## config.mk

```make
export PLATFORM = sky130hd
export DESIGN_NAME = kws_decision
export DESIGN_NICKNAME = d
export VERILOG_FILES = /design/src/rtl/kws_pkg.sv /design/src/rtl/kws_smooth_hist.sv /design/src/rtl/kws_decision.sv
export SDC_FILE = /design/constraint.sdc
export NUM_CORES = 1
export LEC_CHECK = 0
export CAP_MARGIN = 15
export CORE_UTILIZATION = 25
export DETAILED_ROUTE_END_ITERATION = 6
export GPL_TIMING_DRIVEN = 0
export SLEW_MARGIN = 40
export SYNTH_ARGS = -nofsm -noshare
export SYNTH_HDL_FRONTEND = slang
export SYNTH_SLANG_ARGS = --single-unit
```

## constraint.sdc

```tcl
create_clock -name clk -period 3.8 [get_ports clk]
set_input_delay 0.57 -clock clk [delete_from_list [all_inputs] [get_ports clk]]
set_output_delay 0.57 -clock clk [all_outputs]
set_load 0.02 [all_outputs]
```

## src/rtl/kws_pkg.sv

```systemverilog
// rtl/kws_pkg.sv - shared constants, FSM encoding and clog2 helper for the keyword decision block
package kws_pkg;

  localparam int          KWS_PROB_W    = 16;
  localparam logic [15:0] KWS_THRESHOLD = 16'hC000;
  localparam int          KWS_HOLDOFF   = 8;

  localparam logic [0:0] ST_ACCUM  = 1'b0;
  localparam logic [0:0] ST_DECIDE = 1'b1;

  function automatic int clog2(input int value);
    int r;
    r = 0;
    while ((1 << r) < value) r++;
    return r;
  endfunction

endpackage

```

## src/rtl/kws_smooth_hist.sv

```systemverilog
// rtl/kws_smooth_hist.sv - per-class circular probability history with running window sums
module kws_smooth_hist
  import kws_pkg::*;
#(
  parameter int NUM_CLASSES = 2,
  parameter int PROB_WIDTH  = KWS_PROB_W,
  parameter int SMOOTH_LEN  = 4,
  localparam int CLASS_W    = (NUM_CLASSES > 2) ? clog2(NUM_CLASSES) : 1,
  localparam int LOG_SL     = clog2(SMOOTH_LEN),
  localparam int SUM_W      = PROB_WIDTH + LOG_SL
) (
  input  logic                                  clk,
  input  logic                                  rst_n,
  input  logic [CLASS_W-1:0]                    cls,
  input  logic [PROB_WIDTH-1:0]                 wdata,
  input  logic                                  we,
  input  logic [LOG_SL-1:0]                     wp,
  output logic [NUM_CLASSES-1:0][SUM_W-1:0]     sums
);

  logic [PROB_WIDTH-1:0] hist [NUM_CLASSES][SMOOTH_LEN];

  // The slot being overwritten is the oldest frame, so swapping it out keeps the sum exact.
  always_ff @(posedge clk or negedge rst_n) begin
    if (!rst_n) begin
      for (int c = 0; c < NUM_CLASSES; c++) begin
        for (int s = 0; s < SMOOTH_LEN; s++) begin
          hist[c][s] <= '0;
        end
      end
      sums <= '0;
    end else if (we) begin
      hist[cls][wp] <= wdata;
      sums[cls]     <= sums[cls] - SUM_W'(hist[cls][wp]) + SUM_W'(wdata);
    end
  end

endmodule

```

## src/rtl/kws_decision.sv

```systemverilog
// rtl/kws_decision.sv - smoothed argmax keyword detector with threshold and frame hold-off
module kws_decision
  import kws_pkg::*;
#(
  parameter int                  NUM_CLASSES    = 2,
  parameter int                  PROB_WIDTH     = KWS_PROB_W,
  parameter int                  SMOOTH_LEN     = 4,
  parameter logic [PROB_WIDTH-1:0] THRESHOLD    = KWS_THRESHOLD,
  parameter int                  HOLDOFF_FRAMES = KWS_HOLDOFF,
  localparam int                 CLASS_W        = (NUM_CLASSES > 2) ? clog2(NUM_CLASSES) : 1
) (
  input  logic                  clk,
  input  logic                  rst_n,
  input  logic [PROB_WIDTH-1:0] prob_in,
  input  logic                  prob_valid,
  input  logic                  prob_last,
  output logic                  prob_ready,
  output logic                  detect,
  output logic [CLASS_W-1:0]    detect_class,
  output logic [PROB_WIDTH-1:0] detect_conf,
  output logic                  frame_done,
  output logic                  framing_err
);

  localparam int LOG_SL = clog2(SMOOTH_LEN);
  localparam int SUM_W  = PROB_WIDTH + LOG_SL;
  localparam int FC_W   = clog2(SMOOTH_LEN + 1);
  localparam int HO_W   = (HOLDOFF_FRAMES > 0) ? clog2(HOLDOFF_FRAMES + 1) : 1;

  logic [0:0]                        state;
  logic [CLASS_W-1:0]                bc;
  logic [LOG_SL-1:0]                 wp;
  logic [FC_W-1:0]                   frame_cnt;
  logic [FC_W-1:0]                   frame_cnt_nxt;
  logic [HO_W-1:0]                   holdoff;
  logic [NUM_CLASSES-1:0][SUM_W-1:0] sums;
  logic                              beat;
  logic                              last_beat;
  logic [CLASS_W-1:0]                best_cls;
  logic [PROB_WIDTH-1:0]             best_avg;

  assign prob_ready = (state == ST_ACCUM);
  assign beat       = prob_valid && prob_ready;
  assign last_beat  = (bc == CLASS_W'(NUM_CLASSES - 1));

  kws_smooth_hist #(
    .NUM_CLASSES (NUM_CLASSES),
    .PROB_WIDTH  (PROB_WIDTH),
    .SMOOTH_LEN  (SMOOTH_LEN)
  ) u_hist (
    .clk   (clk),
    .rst_n (rst_n),
    .cls   (bc),
    .wdata (prob_in),
    .we    (beat),
    .wp    (wp),
    .sums  (sums)
  );

  // Dropping the low sum bits is the divide by the window length; strict > keeps ties on the lowest class.
  always_comb begin
    best_cls = CLASS_W'(1);
    best_avg = sums[1][SUM_W-1:LOG_SL];
    for (int c = 2; c < NUM_CLASSES; c++) begin
      if (sums[c][SUM_W-1:LOG_SL] > best_avg) begin
        best_avg = sums[c][SUM_W-1:LOG_SL];
        best_cls = CLASS_W'(c);
      end
    end
  end

  assign frame_cnt_nxt = (frame_cnt >= FC_W'(SMOOTH_LEN)) ? frame_cnt : frame_cnt + 1'b1;

  always_ff @(posedge clk or negedge rst_n) begin
    if (!rst_n) begin
      state        <= ST_ACCUM;
      bc           <= '0;
      wp           <= '0;
      frame_cnt    <= '0;
      holdoff      <= '0;
      detect       <= 1'b0;
      detect_class <= '0;
      detect_conf  <= '0;
      frame_done   <= 1'b0;
      framing_err  <= 1'b0;
    end else begin
      detect     <= 1'b0;
      frame_done <= 1'b0;
      if (beat && (prob_last != last_beat)) begin
        framing_err <= 1'b1;
      end
      case (state)
        ST_ACCUM: begin
          if (beat) begin
            if (last_beat) begin
              bc    <= '0;
              state <= ST_DECIDE;
            end else begin
              bc <= bc + 1'b1;
            end
          end
        end
        default: begin
          state      <= ST_ACCUM;
          wp         <= wp + 1'b1;
          frame_cnt  <= frame_cnt_nxt;
          frame_done <= 1'b1;
          if (holdoff != '0) begin
            holdoff <= holdoff - 1'b1;
          end else if ((frame_cnt_nxt >= FC_W'(SMOOTH_LEN)) && (best_avg >= THRESHOLD)) begin
            detect       <= 1'b1;
            detect_class <= best_cls;
            detect_conf  <= best_avg;
            holdoff      <= HO_W'(HOLDOFF_FRAMES);
          end
        end
      endcase
    end
  end

endmodule

```

==> reports/metrics.cfg, run 1 <==
[finish]
fill_cells=3936
postLayoutCoreUtil_pct=30.9
num-nets-final=978
area_growth_pct=20.4
multiInputGateArea_um2=4560
seq_area_um2=4880
drive_above_1_share_pct=23.3
diodes=0

[cts]
clock_tree.root_cell=clkbuf_16
clk_pin_slew_worst_paths_ns=0.08
htree_levels=4
clkLatencyLatePin_ns=0.45
clock_path_buffers=2
cts_sinks=195
cts_tree=done
cts_buffers=17

[global_routing]
track_usage_pct=12.6
grt_pass1_vias=6566
grt.overflow.total=0
antenna_found_initial=0
grt_max_degree=72
grt_pass1_wl_um=37700

[sta]
finalSetupViolations=0
maxSlewHeadroom_pct=55.3
period_needed_ns=3.68
fin_crit_sh_pct=97.0
clock_skew_ns=0.0129
hold_violations=0
max_freq_ghz=0.271
maxSlewViolCount=0
tightest_slew_ns=0.671

[worst_setup_path]
critPathKind=reg -> reg
crit_required_ns=4.10
worst_setup_path_end_kind=flip-flop
worstSetupStartpoint=bc
crit_fanout=10
worstReg2RegStart=bc
arrival_ns=3.99
worstRegToRegCells=12
timing.rr.end=u_hist.sums[16]
r2r_slack_ns=0.12
critPathLaunchType=flip-flop

[synthesis]
synth_cells=845
synth_common_cells=195 x dfrtp_1, 184 x nand2_1, 82 x mux2_2
yosys.area.top_type=dfrtp_1
synth_area_leaders=dfrtp_1 50%, mux2_2 9.5%, mux4_2 7.4%, nand2_1 7.1%, o21ai_0 4.0%
synth.cell_area_um2=9750
ys_ff_latch=195
ys.flop_type=dfrtp_1
synth_cell_types=52
synth-async-reset-ratio_pct=100
syn_nets=905
yosysSeqAreaShare_pct=50.1
avgSynthCellArea_um2=11.5
synth_top_area_share_pct=50.1
yosysWarnings=0
synth-edff-count=0
synth.most_common_cell=dfrtp_1

[die]
die_w_um=199
rows=71
start_util_pct=25.6
die_area_um2=39800
ios=41
core_um2=38000
chipHeight_um=199

[status]
outcome=complete, no violations

[routing]
vias=6513
dr.first_iter.drc_count=439
drt_pass1_iterations=4
routedWlPerCell_um=16.6
drt_wl_total_um=23900
ant_nets=0
drc=0
vias_per_cell=4.52

[hold_path]
hp-start=state
whs_endpoint=frame_done
hp-class=reg -> reg
whs_path_depth=0

[placement]
gp_congestion=0.826
io_buffers=40
dp_hpwl_um=16900

[run]
drv_cap=0

[registers in the layout, summed over array words and instances (netlist names)]
signal / count
bc: 1
detect: 1
detect_class: 1
detect_conf: 16
frame_cnt: 3
frame_done: 1
framing_err: 1
holdoff: 4
state: 1
u_hist.hist: 128
u_hist.sums: 36
wp: 2
[cell usage in the layout, fill, tap and decap left out, types with 7 or more instances in the layout]
cell type,netlist,final
mux4_2,32,32
mux2_1,8,8
o21ai_1,6,7
nand2_1,184,184
a21oi_1,17,14
o21ai_0,78,76
nor2_1,12,12
buf_4,4,15
clkbuf_1,20,17
nand2b_1,7,7
dfrtp_1,195,194
mux2_2,82,82
mux2i_1,17,16
fa_1,16,15
inv_1,45,45
xnor2_1,12,11
ha_1,24,16
clkdlybuf4s50_1,0,39
clkbuf_16,0,18
[kinds of logic (layout without fill, tap and decap cells)]
| logic type | Yosys count | count (layout) | share of synthesized area [%] |
|---|---|---|---|
| DFF | 195 | 195 | 50.1 |
| and+or+nand+nor | 234 | 234 | 10.4 |
| muxes | 140 | 140 | 19.7 |
| xor gates and xnor gates | 17 | 17 | 1.53 |
| buffers and inverters | 88 | 174 | 4.13 |
| adders and majority gates | 40 | 40 | 6.37 |
| AOI/OAI and AO/OA | 131 | 131 | 7.82 |
[critical path: stages (launching register included)]
cell and delay, ns:
dfrtp_1 0.38, buf_12 0.15, buf_12 0.16, mux4_2 0.52
mux2i_2 0.23, fa_1 0.50, ha_1 0.28, a211oi_4 0.30
o211ai_1 0.15, o211ai_2 0.26, mux2_2 0.36, o211ai_1 0.13
o21ai_0 0.12
[through the flow]
stage / setup WS, ns / area [um^2] / hold slack, ns / TNS [ns] / std cells
floorplan: 0.149 / 9750 / 0.274 / 0 / 845
global placement: -6.09 / 10800 / 0.387 / -1193.95 / 1396
detailed placement: -0.664 / 10900 / 0.374 / -11.43 / 1399
CTS: 0.0115 / 11500 / 0.400 / 0 / 1431
global route: -0.00769 / 11700 / 0.413 / -0.00769 / 1442
finish: 0.116 / 11700 / 0.400 / 0 / 1442
[metal layers]
metal	share of wire, %	GRT usage [%]	vias to the layer above
li1	-	-	3045
met4	1.1	2.97	0
met2	47	19.7	116
met1	48	17.7	3329
met3	3.6	2.53	23
met5	0	0	-
[what timing repair did]
action,CTS,global route
gates cloned,0,1
gates resized for setup,21,32
setup endpoints to repair,28,18
setup buffers,0,10
endpoints found under the hold margin,7,0
hold buffers,1,0
pin swaps,1,5
[worst max path at each step]
| stage | to | cells past startpoint | slack [ns] |
|---|---|---|---|
| final | u_hist.sums[16] | 12 | 0.12 |
| after floorplan | u_hist.sums[16] | 14 | 0.15 |
| after detailed placement | u_hist.sums[34] | 14 | -0.66 |
| after CTS | u_hist.sums[34] | 14 | 0.01 |
| after global routing | u_hist.sums[16] | 14 | -0.008 |
| after global placement | detect_conf[14] | 1 | -6.09 |
[cell type report]
type,instances,share of cell area (%)
clock buffers,18,3.66
flip-flops and latches,195,41.6
clock inverters,14,1.20
repair buffers,55,5.18
multi-input cells,562,38.9
plain buffers,40,2.54
inverters,47,1.50
well taps,511,5.45
Power of run 1 is left out: the tool's default activity adds up to more than one toggle a clock period on the data nets, which glitch-free logic cannot reach.
==> run 2: changes to the inputs <==
Settings changed: GPL_ROUTABILITY_DRIVEN from default to 0.
==> results of run 2 <==
The final DEF is identical to that of run 1; final timing and power are the same.
Power of run 2 is left out for the same reason.
